===== config.mk =====
export PLATFORM = sky130hd
export DESIGN_NAME = fetch_sequencer
export DESIGN_NICKNAME = d
export VERILOG_FILES = /design/src/rtl/fetch_sequencer_pkg.sv /design/src/rtl/fetch_queue.sv /design/src/rtl/fetch_sequencer.sv
export SDC_FILE = /design/constraint.sdc
export NUM_CORES = 1
export LEC_CHECK = 0
export ABC_CLOCK_PERIOD_IN_PS = 9450
export BUFFER_PORTS_ARGS = -buffer_cell sky130_fd_sc_hd__buf_2
export CAP_MARGIN = 10
export CORE_UTILIZATION = 57
export CTS_CLUSTER_DIAMETER = 80
export CTS_CLUSTER_SIZE = 10
export DETAILED_ROUTE_END_ITERATION = 8
export PLACE_DENSITY = 0.86
export REMOVE_ABC_BUFFERS = 1
export SETUP_SLACK_MARGIN = 0.05
export SYNTH_ARGS = -nofsm -noshare
export SYNTH_HDL_FRONTEND = slang
export SYNTH_SLANG_ARGS = --single-unit

===== constraint.sdc =====
create_clock -name clk -period 9.45 [get_ports clk]
set_clock_uncertainty 0.15 [all_clocks]
set_input_delay 0.4725 -clock clk [delete_from_list [all_inputs] [get_ports clk]]
set_output_delay 0.4725 -clock clk [all_outputs]
set_load 0.03 [all_outputs]

===== src/rtl/fetch_sequencer_pkg.sv =====
//-----------------------------------------------------------------------------
// Module   : fetch_sequencer_pkg
// Purpose  : Shared definitions for the instruction-fetch controller:
//            FSM state encodings, PC increment and reset PC default.
// Ports    : none (package)
// Config   : `WORD_WIDTH sets the default address/instruction width (32).
// Revision : 1.0 - initial release
//-----------------------------------------------------------------------------
`default_nettype none

`ifndef WORD_WIDTH
`define WORD_WIDTH 32
`endif

package fetch_sequencer_pkg;

  typedef enum logic [1:0] {
    ST_IDLE = 2'd0,
    ST_RUN  = 2'd1,
    ST_HALT = 2'd2
  } state_t;

  localparam int PC_STEP = 4;

  localparam logic [`WORD_WIDTH-1:0] RESET_PC_DEFAULT = '0;

endpackage

`default_nettype wire


===== src/rtl/fetch_queue.sv =====
//-----------------------------------------------------------------------------
// Module   : fetch_queue
// Purpose  : Synchronous FIFO of {pc, instr} entries feeding decode. Flush
//            empties the queue and takes priority over push and pop.
// Ports    : clk, rst         - clock, synchronous active-high reset
//            push, push_pc, push_instr - enqueue one entry
//            pop              - drop the head entry
//            flush            - discard all entries
//            count            - number of valid entries (0..QDEPTH)
//            head_pc, head_instr - head entry, read straight from storage
// Revision : 1.0 - initial release
//-----------------------------------------------------------------------------
`default_nettype none

module fetch_queue #(
  parameter int WORD_WIDTH = 32,
  parameter int QDEPTH     = 2,
  localparam int AW        = $clog2(QDEPTH),
  localparam int CW        = AW + 1
) (
  input  logic                  clk,
  input  logic                  rst,
  input  logic                  push,
  input  logic [WORD_WIDTH-1:0] push_pc,
  input  logic [WORD_WIDTH-1:0] push_instr,
  input  logic                  pop,
  input  logic                  flush,
  output logic [CW-1:0]         count,
  output logic [WORD_WIDTH-1:0] head_pc,
  output logic [WORD_WIDTH-1:0] head_instr
);

  logic [WORD_WIDTH-1:0] pc_mem    [QDEPTH];
  logic [WORD_WIDTH-1:0] instr_mem [QDEPTH];
  logic [AW-1:0]         rd_ptr;
  logic [AW-1:0]         wr_ptr;

  // Pointers wrap naturally because QDEPTH is a power of two.
  always_ff @(posedge clk) begin
    if (rst || flush) begin
      rd_ptr <= '0;
      wr_ptr <= '0;
      count  <= '0;
    end else begin
      if (push) wr_ptr <= wr_ptr + AW'(1);
      if (pop)  rd_ptr <= rd_ptr + AW'(1);
      count <= count + CW'(push) - CW'(pop);
    end
  end

  // Storage needs no reset; only the pointers define validity. When full
  // with a simultaneous pop, the write lands in the slot being vacated.
  always_ff @(posedge clk) begin
    if (push && !flush && !rst) begin
      pc_mem[wr_ptr]    <= push_pc;
      instr_mem[wr_ptr] <= push_instr;
    end
  end

  assign head_pc    = pc_mem[rd_ptr];
  assign head_instr = instr_mem[rd_ptr];

endmodule

`default_nettype wire


===== src/rtl/fetch_sequencer.sv =====
//-----------------------------------------------------------------------------
// Module   : fetch_sequencer
// Purpose  : Instruction-fetch controller. Owns the PC, addresses a
//            zero-latency instruction memory, buffers fetched words in a
//            small queue and hands them to decode with valid/ready.
//            Supports branch redirect/flush, start and halt.
// Ports    : clk, rst          - clock, synchronous active-high reset
//            start, halt_req   - run control
//            imem_addr/instr   - instruction memory (combinational read)
//            id_valid/ready/instr/pc - decode handshake
//            br_taken, br_addr - redirect from execute
//            halted, state_o   - status / debug
// Config   : ZERO_HALT_EN - when defined, an all-zero fetched word in RUN
//            is dropped, pc holds and the FSM moves to HALT.
// Revision : 1.0 - initial release
//-----------------------------------------------------------------------------
`default_nettype none

`ifndef WORD_WIDTH
`define WORD_WIDTH 32
`endif

module fetch_sequencer
  import fetch_sequencer_pkg::*;
#(
  parameter int                    WORD_WIDTH = `WORD_WIDTH,
  parameter int                    QDEPTH     = 2,
  parameter logic [WORD_WIDTH-1:0] RESET_PC   = WORD_WIDTH'(RESET_PC_DEFAULT)
) (
  input  logic                  clk,
  input  logic                  rst,
  input  logic                  start,
  output logic [WORD_WIDTH-1:0] imem_addr,
  input  logic [WORD_WIDTH-1:0] imem_instr,
  output logic                  id_valid,
  input  logic                  id_ready,
  output logic [WORD_WIDTH-1:0] id_instr,
  output logic [WORD_WIDTH-1:0] id_pc,
  input  logic                  br_taken,
  input  logic [WORD_WIDTH-1:0] br_addr,
  input  logic                  halt_req,
  output logic                  halted,
  output logic [1:0]            state_o
);

  localparam int            CW   = $clog2(QDEPTH) + 1;
  localparam logic [CW-1:0] FULL = CW'(QDEPTH);

  state_t                state;
  logic [WORD_WIDTH-1:0] pc;
  logic [CW-1:0]         count;
  logic                  pop;
  logic                  fetch_ok;
  logic                  zero_stop;
  logic                  push;
  logic                  flush;
  logic                  unused_br_lsbs;

  assign unused_br_lsbs = ^br_addr[1:0];

  assign imem_addr = pc;
  assign id_valid  = (count != '0);
  assign pop       = id_valid && id_ready;

  // A slot is available if the queue is not full or the head leaves now.
  assign fetch_ok  = (state == ST_RUN) && !br_taken && ((count < FULL) || pop);

`ifdef ZERO_HALT_EN
  assign zero_stop = fetch_ok && (imem_instr == '0);
`else
  assign zero_stop = 1'b0;
`endif

  assign push  = fetch_ok && !zero_stop;
  // A redirect in IDLE is ignored entirely.
  assign flush = br_taken && (state != ST_IDLE);

  always_ff @(posedge clk) begin
    if (rst) begin
      state <= ST_IDLE;
      pc    <= RESET_PC;
    end else begin
      if (flush) begin
        pc <= {br_addr[WORD_WIDTH-1:2], 2'b00};
      end else if (push) begin
        pc <= pc + WORD_WIDTH'(PC_STEP);
      end

      case (state)
        ST_IDLE: if (start) state <= ST_RUN;
        ST_RUN:  if (halt_req || zero_stop) state <= ST_HALT;
        ST_HALT: if (start && !halt_req) state <= ST_RUN;
        default: state <= ST_IDLE;
      endcase
    end
  end

  fetch_queue #(
    .WORD_WIDTH (WORD_WIDTH),
    .QDEPTH     (QDEPTH)
  ) u_queue (
    .clk        (clk),
    .rst        (rst),
    .push       (push),
    .push_pc    (pc),
    .push_instr (imem_instr),
    .pop        (pop),
    .flush      (flush),
    .count      (count),
    .head_pc    (id_pc),
    .head_instr (id_instr)
  );

  assign halted  = (state == ST_HALT) && (count == '0);
  assign state_o = state;

endmodule

`default_nettype wire


==> flow_metrics.py <==
metrics = {
    "grt": {
        "grtUsageTotal": 0.244,
        "antenna_found_initial": 0,
        "grt_max_degree": 58,
        "grt_pass1_wl_um": 21800,
        "grt-ovfl-total": 0,
        "grt_pass1_vias": 4388,
    },
    "place": {
        "place_congestion": 0.837,
        "dp_hpwl_um": 9560,
        "port_buffers": 163,
        "dpl_cell_area_um2": 7620,
    },
    "flow_run": {
        "max-cap-violations": 0,
    },
    "synthesis": {
        "synth_edf_count": 124,
        "synthTopCellsByArea": "edfxtp_1 56%, dfxtp_1 11%, mux2_2 11%",
        "synth_warnings": 0,
        "synth_top_flop_cell": "edfxtp_1",
        "syn_area_um2": 6700,
        "syn_inst": 477,
        "syn_area_per_cell_um2": 14.0,
        "synth_area_leader_cell": "edfxtp_1",
        "synth.most_common_cell": "edfxtp_1",
        "synth_top_area_frac": 0.556,
        "ys_seq_elements": 161,
        "async_reset_ff_frac": 0,
        "ys_seq_area_frac": 0.667,
        "ys_types": 57,
        "synth_top_cells_by_count": "124 x edfxtp_1, 63 x mux2_2, 39 x nand2_1",
    },
    "worst_setup_path": {
        "crit_chain": "buf_4 -> mux2_2 -> buf_2",
        "arrival_ns": 2.29,
        "crit_fanout": 37,
        "start_kind": "flip-flop",
        "cp.required_ns": 8.83,
        "slowest_delay_ns": 0.71,
        "crit_buf_inv": 2,
        "crit_type": "flip-flop to output port",
        "endpoint_kind": "output port",
        "cp_top_family": "buffers and inverters",
        "cp_slowest_cell": "dfxtp_2",
    },
    "timing": {
        "final-setup-viol-count": 0,
        "worst_slew_pin_slew_ns": 0.940,
        "setup_tns_ns": 0,
        "period_needed_ns": 2.92,
        "max_clock_freq_mhz": 343,
        "hold_viol": 0,
        "fin_crit_sh": 0.309,
        "timing.hold.ws_ns": 0.0914,
        "final-max-slew-violation-count": 0,
        "slew_headroom": 0.374,
        "rsz0062_at_grt": "no",
    },
    "routing": {
        "wl_per_cell_um": 18.4,
        "drtAntennaViolNets": 0,
        "drt_iter0_markers": 388,
        "vias_per_cell": 5.86,
        "via_count": 4662,
        "routed_wl_um": 14700,
        "drc": 0,
        "drt_pre_antenna_iters": 6,
    },
    "cts": {
        "cts.hold.buffers_added": 0,
        "htree_num_levels": 4,
        "cts_sinks": 161,
        "cts_root_buffer": "clkbuf_16",
        "clock_latency_ns": 0.42,
        "cts_made_buffers": 17,
        "cts_tree": "done",
        "clockBufferDepth": 2,
        "post-cts-setup-buffers": 0,
        "path_clk_slew_ns": 0.06,
        "cts.repair.resized": 0,
    },
    "layout": {
        "num-fill-cells": 753,
        "area_growth_pct": 22.8,
        "layout-drive-gt1-share": 0.424,
        "diodes": 0,
        "fin_area_um2": 8220,
        "nets": 712,
    },
    "floorplanning": {
        "fp.dieArea_um2": 12200,
        "io_pins": 170,
        "initial_utilization": 0.586,
        "die_w_um": 110,
        "core_area_um2": 11400,
        "num_rows": 39,
        "die-height_um": 110,
    },
    "worst_hold_path": {
        "hold_class": "input pin to flip-flop",
    },
    "power_and_ir_drop": {
        "fin_total_pwr_mw": 1.81,
        "max-vdd-ir-drop_uv": 132,
        "leakagePower_nw": 3.01,
        "power_density_nw_per_um2": 220,
    },
    "run_status": {
        "outcome": "finished, final reports clean",
    },
}
-- registers in the layout (all words and copies together) (netlist names), named ones only --
name and cells:
u_queue.count 2, u_queue.pc_mem 60, u_queue.rd_ptr 1, u_queue.wr_ptr 1, imem_addr 30, u_queue.instr_mem 64
state_o 2
-- per-layer routing --
layer,wire (um),global-route usage,vias to the layer above
met3,1110,0.0664,30
met5,0,0,-
li1,-,-,2150
met4,308,0.102,0
met1,5910,0.291,2258
met2,7330,0.415,224
-- final cells by class --
cell class	instances	area, um^2	share of cell area
timing repair buffer	167	846	0.103
sequential	161	4470	0.543
clock buffer	20	447	0.0543
inverter	4	15.0	0.00183
multi-input combinational	289	2110	0.257
clock inverter	12	158	0.0192
tap	143	179	0.0218
-- worst register-to-register path, stage by stage (launching register included) --
cell      delay [ns]
dfxtp_1         0.56
nand2b_4        0.13
or3_4           0.46
nor3b_2         0.44
buf_4           0.67
-- report_power, final --
group | internal, mW | total [mW] | switching [mW]
clock | 0.424 | 0.693 | 0.269
combinational | 0.101 | 0.278 | 0.177
sequential | 0.796 | 0.836 | 0.0406
-- kinds of logic (layout without fill, tap and decap cells) --
group	after synthesis	after routing	share of synthesized area
multiplexers	69	69	0.115
XOR/XNOR	8	8	0.0105
AND/OR/NAND/NOR	139	139	0.113
AO/OA/AOI/OAI	67	67	0.0691
other	1	4	0.000560
flip-flops	161	161	0.667
buffers and inverters	30	203	0.0217
adder cells (fa/ha/maj)	2	2	0.00374
-- placed cells by master, fill, tap and decap left out, types with 3 or more instances in the layout --
master	instances
buf_2	163
edfxtp_1	124
mux2_2	63
nand2_1	39
dfxtp_1	36
nor2_1	31
nand3_1	17
clkbuf_16	17
nand4_1	10
o211ai_1	10
a21oi_1	10
a22oi_1	9
a31oi_1	8
o21ai_0	7
xnor2_1	6
mux2i_1	6
or3_1	6
or2_2	4
inv_1	4
a211oi_1	4
nor3_1	4
or4_1	4
conb_1	4
buf_4	4
a21o_1	3
bufinv_16	3
clkinvlp_4	3
-- stage by stage --
step	utilization	instances	setup slack [ns]
after global routing	0.720	796	6.40
after CTS	0.720	796	6.48
after floorplan	-	454	2.94
final	0.720	796	6.53
after global placement	0.667	764	6.50
after detailed placement	0.667	764	6.43
-- worst paths after layout --
kind                                                  start                                end  slack (ns)  cells past startpoint
worst max-delay path                              flip-flop                       id_instr[11]        6.53                      3
worst min-delay path                          imem_instr[3]  u_queue.instr_mem[0][3]$_DFFE_PP_        0.09                      1
worst max register to register      state_o[0]$_SDFFE_PP0P_    u_queue.pc_mem[1][24]$_DFFE_PP_        6.59                      4
worst min register to register  u_queue.rd_ptr$_SDFFE_PP0P_                          flip-flop        0.38                      2
No activity file was read; power rests on OpenSTA's default activity.
